--- src/rtl/ssb_tx_sequencer_pkg.sv ---
// ssb_pkg: shared widths, sequencer state codes and IQ mode names for the SSB transmit path
package ssb_pkg;

    localparam int AMP_W   = 27;
    localparam int FREQ_W  = 18;
    localparam int PHASE_W = 14;
    localparam int IQ_W    = 2;

    typedef logic [2:0] state_t;

    localparam state_t ST_IDLE      = 3'd0;
    localparam state_t ST_WAKE      = 3'd1;
    localparam state_t ST_RAMP_UP   = 3'd2;
    localparam state_t ST_ON        = 3'd3;
    localparam state_t ST_RAMP_DOWN = 3'd4;
    localparam state_t ST_TAIL      = 3'd5;

    typedef enum logic [IQ_W-1:0] {
        IQ_OFF    = 2'd0,
        IQ_I_ONLY = 2'd1,
        IQ_Q_ONLY = 2'd2,
        IQ_BOTH   = 2'd3
    } iq_mode_e;

    // States in which the amplitude slew engine is running
    function automatic logic is_ramp(input state_t s);
        return s == ST_RAMP_UP || s == ST_ON || s == ST_RAMP_DOWN;
    endfunction

endpackage

--- src/rtl/ssb_tx_sequencer_amp_ramp.sv ---
// amp_ramp: amplitude register that slews toward a target one step per tick, clamped at the target
module amp_ramp
    import ssb_pkg::*;
#(
    parameter int RAMP_STEP = 65536,
    parameter int RAMP_DIV  = 16
) (
    input  logic             clk,
    input  logic             rst_n,
    input  logic             en,
    input  logic             restart,
    input  logic [AMP_W-1:0] target,
    output logic [AMP_W-1:0] amp,
    output logic             at_target
);

    localparam int TW = $clog2(RAMP_DIV + 1);
    localparam logic [AMP_W:0] STEP = (AMP_W + 1)'(RAMP_STEP);

    logic [TW-1:0] tick;
    logic          tick_hit;
    logic [AMP_W:0] amp_x, tgt_x, up, nxt;

    assign amp_x     = {1'b0, amp};
    assign tgt_x     = {1'b0, target};
    assign up        = amp_x + STEP;
    assign tick_hit  = tick == TW'(RAMP_DIV - 1);
    assign at_target = amp == target;

    // One extra bit of headroom so the step can never wrap before the clamp
    always_comb nxt = (amp_x < tgt_x) ? ((up > tgt_x) ? tgt_x : up)
                                      : ((amp_x >= tgt_x + STEP) ? amp_x - STEP : tgt_x);

    // Tick divider and amplitude update; restart realigns the divider without stepping
    always_ff @(posedge clk or negedge rst_n) begin
        if (!rst_n) begin
            tick <= '0;
            amp  <= '0;
        end else if (restart) begin
            tick <= '0;
        end else if (en) begin
            tick <= tick_hit ? '0 : tick + TW'(1);
            if (tick_hit) amp <= nxt[AMP_W-1:0];
        end
    end

endmodule

--- src/rtl/ssb_tx_sequencer.sv ---
// ssb_tx_sequencer: PTT sequencing of standby, amplitude ramps and retunes for ssb_modulator
module ssb_tx_sequencer
    import ssb_pkg::*;
#(
    parameter int WAKE_CYCLES = 1500,
    parameter int RAMP_STEP   = 65536,
    parameter int RAMP_DIV    = 16,
    parameter int TAIL_CYCLES = 100
) (
    input  logic               clk,
    input  logic               rst_n,
    input  logic               tx_req,
    input  logic [AMP_W-1:0]   amp_target,
    input  logic [FREQ_W-1:0]  freq_in,
    input  logic               freq_load,
    input  logic [PHASE_W-1:0] dphase_in,
    input  logic [IQ_W-1:0]    iq_in,
    output logic [AMP_W-1:0]   amplitude,
    output logic [FREQ_W-1:0]  ssb_freq,
    output logic [PHASE_W-1:0] delta_phase,
    output logic [IQ_W-1:0]    iq,
    output logic               stdby,
    output logic               tx_active,
    output logic               freq_pending
);

    localparam int WAIT_MAX = (WAKE_CYCLES > TAIL_CYCLES) ? WAKE_CYCLES : TAIL_CYCLES;
    localparam int CW = $clog2(WAIT_MAX + 1);

    state_t            state, next_state;
    logic [CW-1:0]     wait_cnt;
    logic [FREQ_W-1:0] pend_freq;
    logic [AMP_W-1:0]  ramp_target;
    logic              at_target, wait_done, ramp_restart, apply_freq;

    assign wait_done    = wait_cnt == CW'((state == ST_WAKE ? WAKE_CYCLES : TAIL_CYCLES) - 1);
    assign ramp_target  = (state == ST_RAMP_UP || state == ST_ON) ? amp_target : '0;
    assign ramp_restart = next_state != state && (next_state == ST_RAMP_UP || next_state == ST_RAMP_DOWN);
    assign apply_freq   = state == ST_RAMP_DOWN && at_target;

    amp_ramp #(.RAMP_STEP(RAMP_STEP), .RAMP_DIV(RAMP_DIV)) u_ramp (
        .clk       (clk),
        .rst_n     (rst_n),
        .en        (is_ramp(state)),
        .restart   (ramp_restart),
        .target    (ramp_target),
        .amp       (amplitude),
        .at_target (at_target)
    );

    // Sequencer transitions; a dropped request always wins over timers and ramps
    always_comb begin
        next_state = state;
        case (state)
            ST_IDLE:      next_state = tx_req ? ST_WAKE : ST_IDLE;
            ST_WAKE:      next_state = !tx_req ? ST_TAIL : (wait_done ? ST_RAMP_UP : ST_WAKE);
            ST_RAMP_UP:   next_state = !tx_req ? ST_RAMP_DOWN : (at_target ? ST_ON : ST_RAMP_UP);
            ST_ON:        next_state = (!tx_req || freq_pending) ? ST_RAMP_DOWN : ST_ON;
            ST_RAMP_DOWN: next_state = !at_target ? ST_RAMP_DOWN : (tx_req ? ST_RAMP_UP : ST_TAIL);
            ST_TAIL:      next_state = tx_req ? ST_RAMP_UP : (wait_done ? ST_IDLE : ST_TAIL);
            default:      next_state = ST_IDLE;
        endcase
    end

    // State, wake/tail counter and control outputs registered from the next state
    always_ff @(posedge clk or negedge rst_n) begin
        if (!rst_n) begin
            state       <= ST_IDLE;
            wait_cnt    <= '0;
            stdby       <= 1'b1;
            tx_active   <= 1'b0;
            iq          <= '0;
            delta_phase <= '0;
        end else begin
            state       <= next_state;
            wait_cnt    <= (next_state != state || !(state == ST_WAKE || state == ST_TAIL)) ? '0 : wait_cnt + CW'(1);
            stdby       <= next_state == ST_IDLE;
            tx_active   <= is_ramp(next_state);
            iq          <= (next_state == ST_ON) ? iq_in : IQ_OFF;
            delta_phase <= dphase_in;
        end
    end

    // Frequency goes straight through when unkeyed, otherwise waits for amplitude zero
    always_ff @(posedge clk or negedge rst_n) begin
        if (!rst_n) begin
            ssb_freq     <= '0;
            pend_freq    <= '0;
            freq_pending <= 1'b0;
        end else if (apply_freq) begin
            ssb_freq     <= freq_load ? freq_in : (freq_pending ? pend_freq : ssb_freq);
            freq_pending <= 1'b0;
        end else if (freq_load && is_ramp(state)) begin
            pend_freq    <= freq_in;
            freq_pending <= 1'b1;
        end else if (freq_load) begin
            ssb_freq     <= freq_in;
        end
    end

endmodule

--- config.mk ---
export PLATFORM = sky130hd
export DESIGN_NAME = ssb_tx_sequencer
export DESIGN_NICKNAME = d
export VERILOG_FILES = /design/src/rtl/ssb_tx_sequencer_pkg.sv /design/src/rtl/ssb_tx_sequencer_amp_ramp.sv /design/src/rtl/ssb_tx_sequencer.sv
export SDC_FILE = /design/constraint.sdc
export NUM_CORES = 1
export LEC_CHECK = 0
export ABC_CLOCK_PERIOD_IN_PS = 9300
export BUFFER_PORTS_ARGS = -buffer_cell sky130_fd_sc_hd__buf_2
export CAP_MARGIN = 15
export CORE_ASPECT_RATIO = 0.7
export CORE_MARGIN = 4
export CORE_UTILIZATION = 54
export CTS_CLUSTER_SIZE = 14
export DETAILED_ROUTE_END_ITERATION = 7
export GPL_TIMING_DRIVEN = 1
export PLACE_DENSITY = 0.79
export SLEW_MARGIN = 20
export SYNTH_ARGS = -nofsm -noshare
export SYNTH_HDL_FRONTEND = slang
export SYNTH_SLANG_ARGS = --single-unit
--- constraint.sdc ---
create_clock -name clk -period 9.3 [get_ports clk]
set_input_delay 2.79 -clock clk [delete_from_list [all_inputs] [get_ports clk]]
set_output_delay 2.79 -clock clk [all_outputs]
set_load 0.005 [all_outputs]
==> out/results.ini <==
[synth]
netlist_instances=665
synthDominantCellAreaShare=0.401
dominantRegCellSynth=sky130_fd_sc_hd__dfrtp_1
asyncSetResetFlopFracSynth=1.00
syn-num-nets=784
synth-edff-count=0
ys_seq_area_frac=0.406
syn-cell-area_sq_um=6230
yosysUniqueCellTypes=70
yosys-top-cells-area=sky130_fd_sc_hd__dfrtp_1, sky130_fd_sc_hd__ha_1, sky130_fd_sc_hd__nand2_1
synth.largest_area_cell=sky130_fd_sc_hd__dfrtp_1
yosysWarningCount=0
post_synth.cell_area_avg_sq_um=9.38
ys_seq_elements=101

[grt]
via_count_of_the_first_global_routing_pass=5128
antenna_found_initial=1
grt_start_max_net_pins=86
gr_overflow_total=0
grt_use_total=0.242
wire_length_of_the_first_global_routing_pass_mm=26.2

[sta]
setup_viol=0
setup_slack_ns=2.73
fin_skew_ns=0.00927
worst_slew_margin_relative_to_its_limit=0.348
fin_setup_tns_ns=0
rsz0062_at_grt=no
timing_max_transition_violations_final=0
worst-slew-pin-transition_ns=0.978
fmax_ghz=0.152
min_period_ns=6.57
timing.final.crit_share=0.707
timing_hold_violations_final=0

[power]
vdd_drop_max_v=0.000148
power_density_nw_per_um2=267
static_leak_nw=3.47

[layout]
fill_cells=929
final_cell_mix=sky130_fd_sc_hd__buf_2, sky130_fd_sc_hd__nand2_1, sky130_fd_sc_hd__dfrtp_1, sky130_fd_sc_hd__ha_1, sky130_fd_sc_hd__nor2_1
diodes_inserted=0
final_cells=933
drive_above_1_share=0.229
final_core_util=0.653
design.final.nets=894
layout_commonest_cell=sky130_fd_sc_hd__buf_2
area_growth_syn_to_layout_pct=16.6
fin_area_sq_um=7270

[routing]
detail-route-antenna-nets=0
routed_via_density=5.88
dr_total_vias=5483
routedWlPerCell_um=17.1
drt_drc=0
routed_wirelength_mm=16.0
drt-pass1-iter-count=5
detail_route.iter0.violations=454

[worst_hold_path]
launch_instance_of_the_worst_min_delay_path=ssb_freq[12]
hp-class=reg -> reg

[critical_path]
worst_setup_path_startpoint=amp_target[25]
worst_ep_arrival_time_ns=6.80
worst_r2r_startpoint=state[1]
worst_ep_required_time_ns=9.52
crit_path_end_kind=flop
crit_path_start_kind=input pin
classification_of_the_worst_setup_path=in -> reg
worstPathMaxFanout=31

[outcome]
run_status=completed

[clocking]
cts-root-buf=sky130_fd_sc_hd__clkbuf_16
htree_levels=3
cts-resized-gates=0
clk_pin_slew_ns=0.08
tritoncts.num_buffers=9
post-cts-setup-buffer-count=0
worstSkewPairLatency_ns=0.34
postCtsHoldBufs=0
ctsLongestPathBuffers=2
cts_tree=built
cts_num_sinks=101

[floorplan]
floorplan.rows=32
initial_core_util=0.560
core_area_sq_um=11100
top_level_ports=129
chipWidth_um=136
fp.dieArea_sq_um=13400
die_height_um=97.9

[placed_design]
hpwlAfterDp_mm=12.2
globalplace.congestion=1.04
dp_cells=917
placement.setup.worst_slack_ns=2.43
place.port_buffers=128
post_dp_cell_area_sq_um=6960

[flow_run]
drv.max_cap_violation_count=0

[power by group]
part           leakage (nW)  switching [mW]  internal, mW  total (mW)
combinational          2.03           0.577         0.364       0.941
clock                 0.145           0.178         0.191       0.369
sequential             1.29          0.0878         0.547       0.634
[routing by layer]
metal  GRT usage  routed length [um]
met1       0.368                7290
met2       0.358                6960
met3      0.0608                1590
met4      0.0364                 113
met5           0                  13
[sequential cells by signal (all words and copies together) (netlist names), 2 cells and up]
name and cells:
wait_cnt 11, ssb_freq 18, delta_phase 14, state 3
u_ramp.amp 27, iq 2, u_ramp.tick 5, pend_freq 18
[cells by family (layout without fill, tap and decap cells)]
| kind of cell | count (synthesis) | count (layout) | share of synthesized area |
|---|---|---|---|
| and+or+nand+nor | 245 | 245 | 0.188 |
| xor gates and xnor gates | 33 | 33 | 0.0464 |
| muxes | 38 | 38 | 0.0654 |
| buffers and inverters | 50 | 165 | 0.0343 |
| DFF | 101 | 101 | 0.406 |
| adders and majority gates | 54 | 54 | 0.108 |
| AOI/OAI and AO/OA | 144 | 144 | 0.152 |
[cell usage after synthesis, types with 2 or more instances]
master and count:
sky130_fd_sc_hd__or3_1 6, sky130_fd_sc_hd__buf_6 2, sky130_fd_sc_hd__a41o_1 2, sky130_fd_sc_hd__o21ai_0 32, sky130_fd_sc_hd__o21a_1 2, sky130_fd_sc_hd__and3_1 8
sky130_fd_sc_hd__nor3_1 12, sky130_fd_sc_hd__o41ai_1 4, sky130_fd_sc_hd__a311oi_1 2, sky130_fd_sc_hd__a211oi_1 8, sky130_fd_sc_hd__o32a_1 2, sky130_fd_sc_hd__nand3_1 23
sky130_fd_sc_hd__nand4_1 12, sky130_fd_sc_hd__mux2i_1 19, sky130_fd_sc_hd__a21o_1 7, sky130_fd_sc_hd__ha_1 54, sky130_fd_sc_hd__dfrtp_1 100, sky130_fd_sc_hd__buf_2 6
sky130_fd_sc_hd__nor2_1 47, sky130_fd_sc_hd__o2111ai_1 3, sky130_fd_sc_hd__buf_1 2, sky130_fd_sc_hd__xor2_1 21, sky130_fd_sc_hd__nand2b_1 3, sky130_fd_sc_hd__and2_1 4
sky130_fd_sc_hd__o22ai_1 4, sky130_fd_sc_hd__inv_1 16, sky130_fd_sc_hd__nand2_1 105, sky130_fd_sc_hd__or4_1 2, sky130_fd_sc_hd__a31oi_1 5, sky130_fd_sc_hd__o31ai_1 4
sky130_fd_sc_hd__nor2b_1 5, sky130_fd_sc_hd__o211a_1 2, sky130_fd_sc_hd__nand3b_1 2, sky130_fd_sc_hd__xnor2_1 12, sky130_fd_sc_hd__o211ai_1 4, sky130_fd_sc_hd__o21ai_1 15
sky130_fd_sc_hd__a21oi_1 30, sky130_fd_sc_hd__mux2_2 18, sky130_fd_sc_hd__clkbuf_1 23, sky130_fd_sc_hd__a221o_1 2, sky130_fd_sc_hd__and4_1 6
[worst max-delay path: stages]
cell,delay (ns)
sky130_fd_sc_hd__buf_2,0.10
sky130_fd_sc_hd__nand2_1,0.15
sky130_fd_sc_hd__ha_1,0.39
sky130_fd_sc_hd__nand4_1,0.19
sky130_fd_sc_hd__nor4_4,0.48
sky130_fd_sc_hd__a31o_2,0.22
sky130_fd_sc_hd__a21oi_1,0.07
sky130_fd_sc_hd__a311oi_2,0.48
sky130_fd_sc_hd__or3_1,0.71
sky130_fd_sc_hd__or3_1,0.86
sky130_fd_sc_hd__mux2_4,0.35
[final timing paths]
path	to	slack [ns]	cells after the start
min	ssb_freq[12]	0.48	2
min reg2reg	ssb_freq[12]	0.48	2
max in group asynchronous	u_ramp.amp[23]	5.99	2
max	u_ramp.amp[0]	2.73	11
min in group asynchronous	u_ramp.amp[3]	2.30	1
max reg2reg	u_ramp.amp[0]	4.06	12
[through the flow]
stage	hold slack, ns	total power [mW]
final	0.480	1.94
after global routing	0.511	2.08
after CTS	0.482	1.93
after detailed placement	0.464	1.56
after global placement	0.457	1.54
after floorplan	0.471	1.28
[final cells by class]
class,instances,area (sq um),share of cell area
Clock buffer,9,225,0.0310
Clock inverter,7,75.1,0.0103
Inverter,16,60.1,0.00826
Multi-Input combinational cell,514,3500,0.482
Sequential cell,101,2530,0.348
Tap cell,153,191,0.0263
Timing Repair Buffer,133,684,0.0942
(Power assumes the default switching activity.)
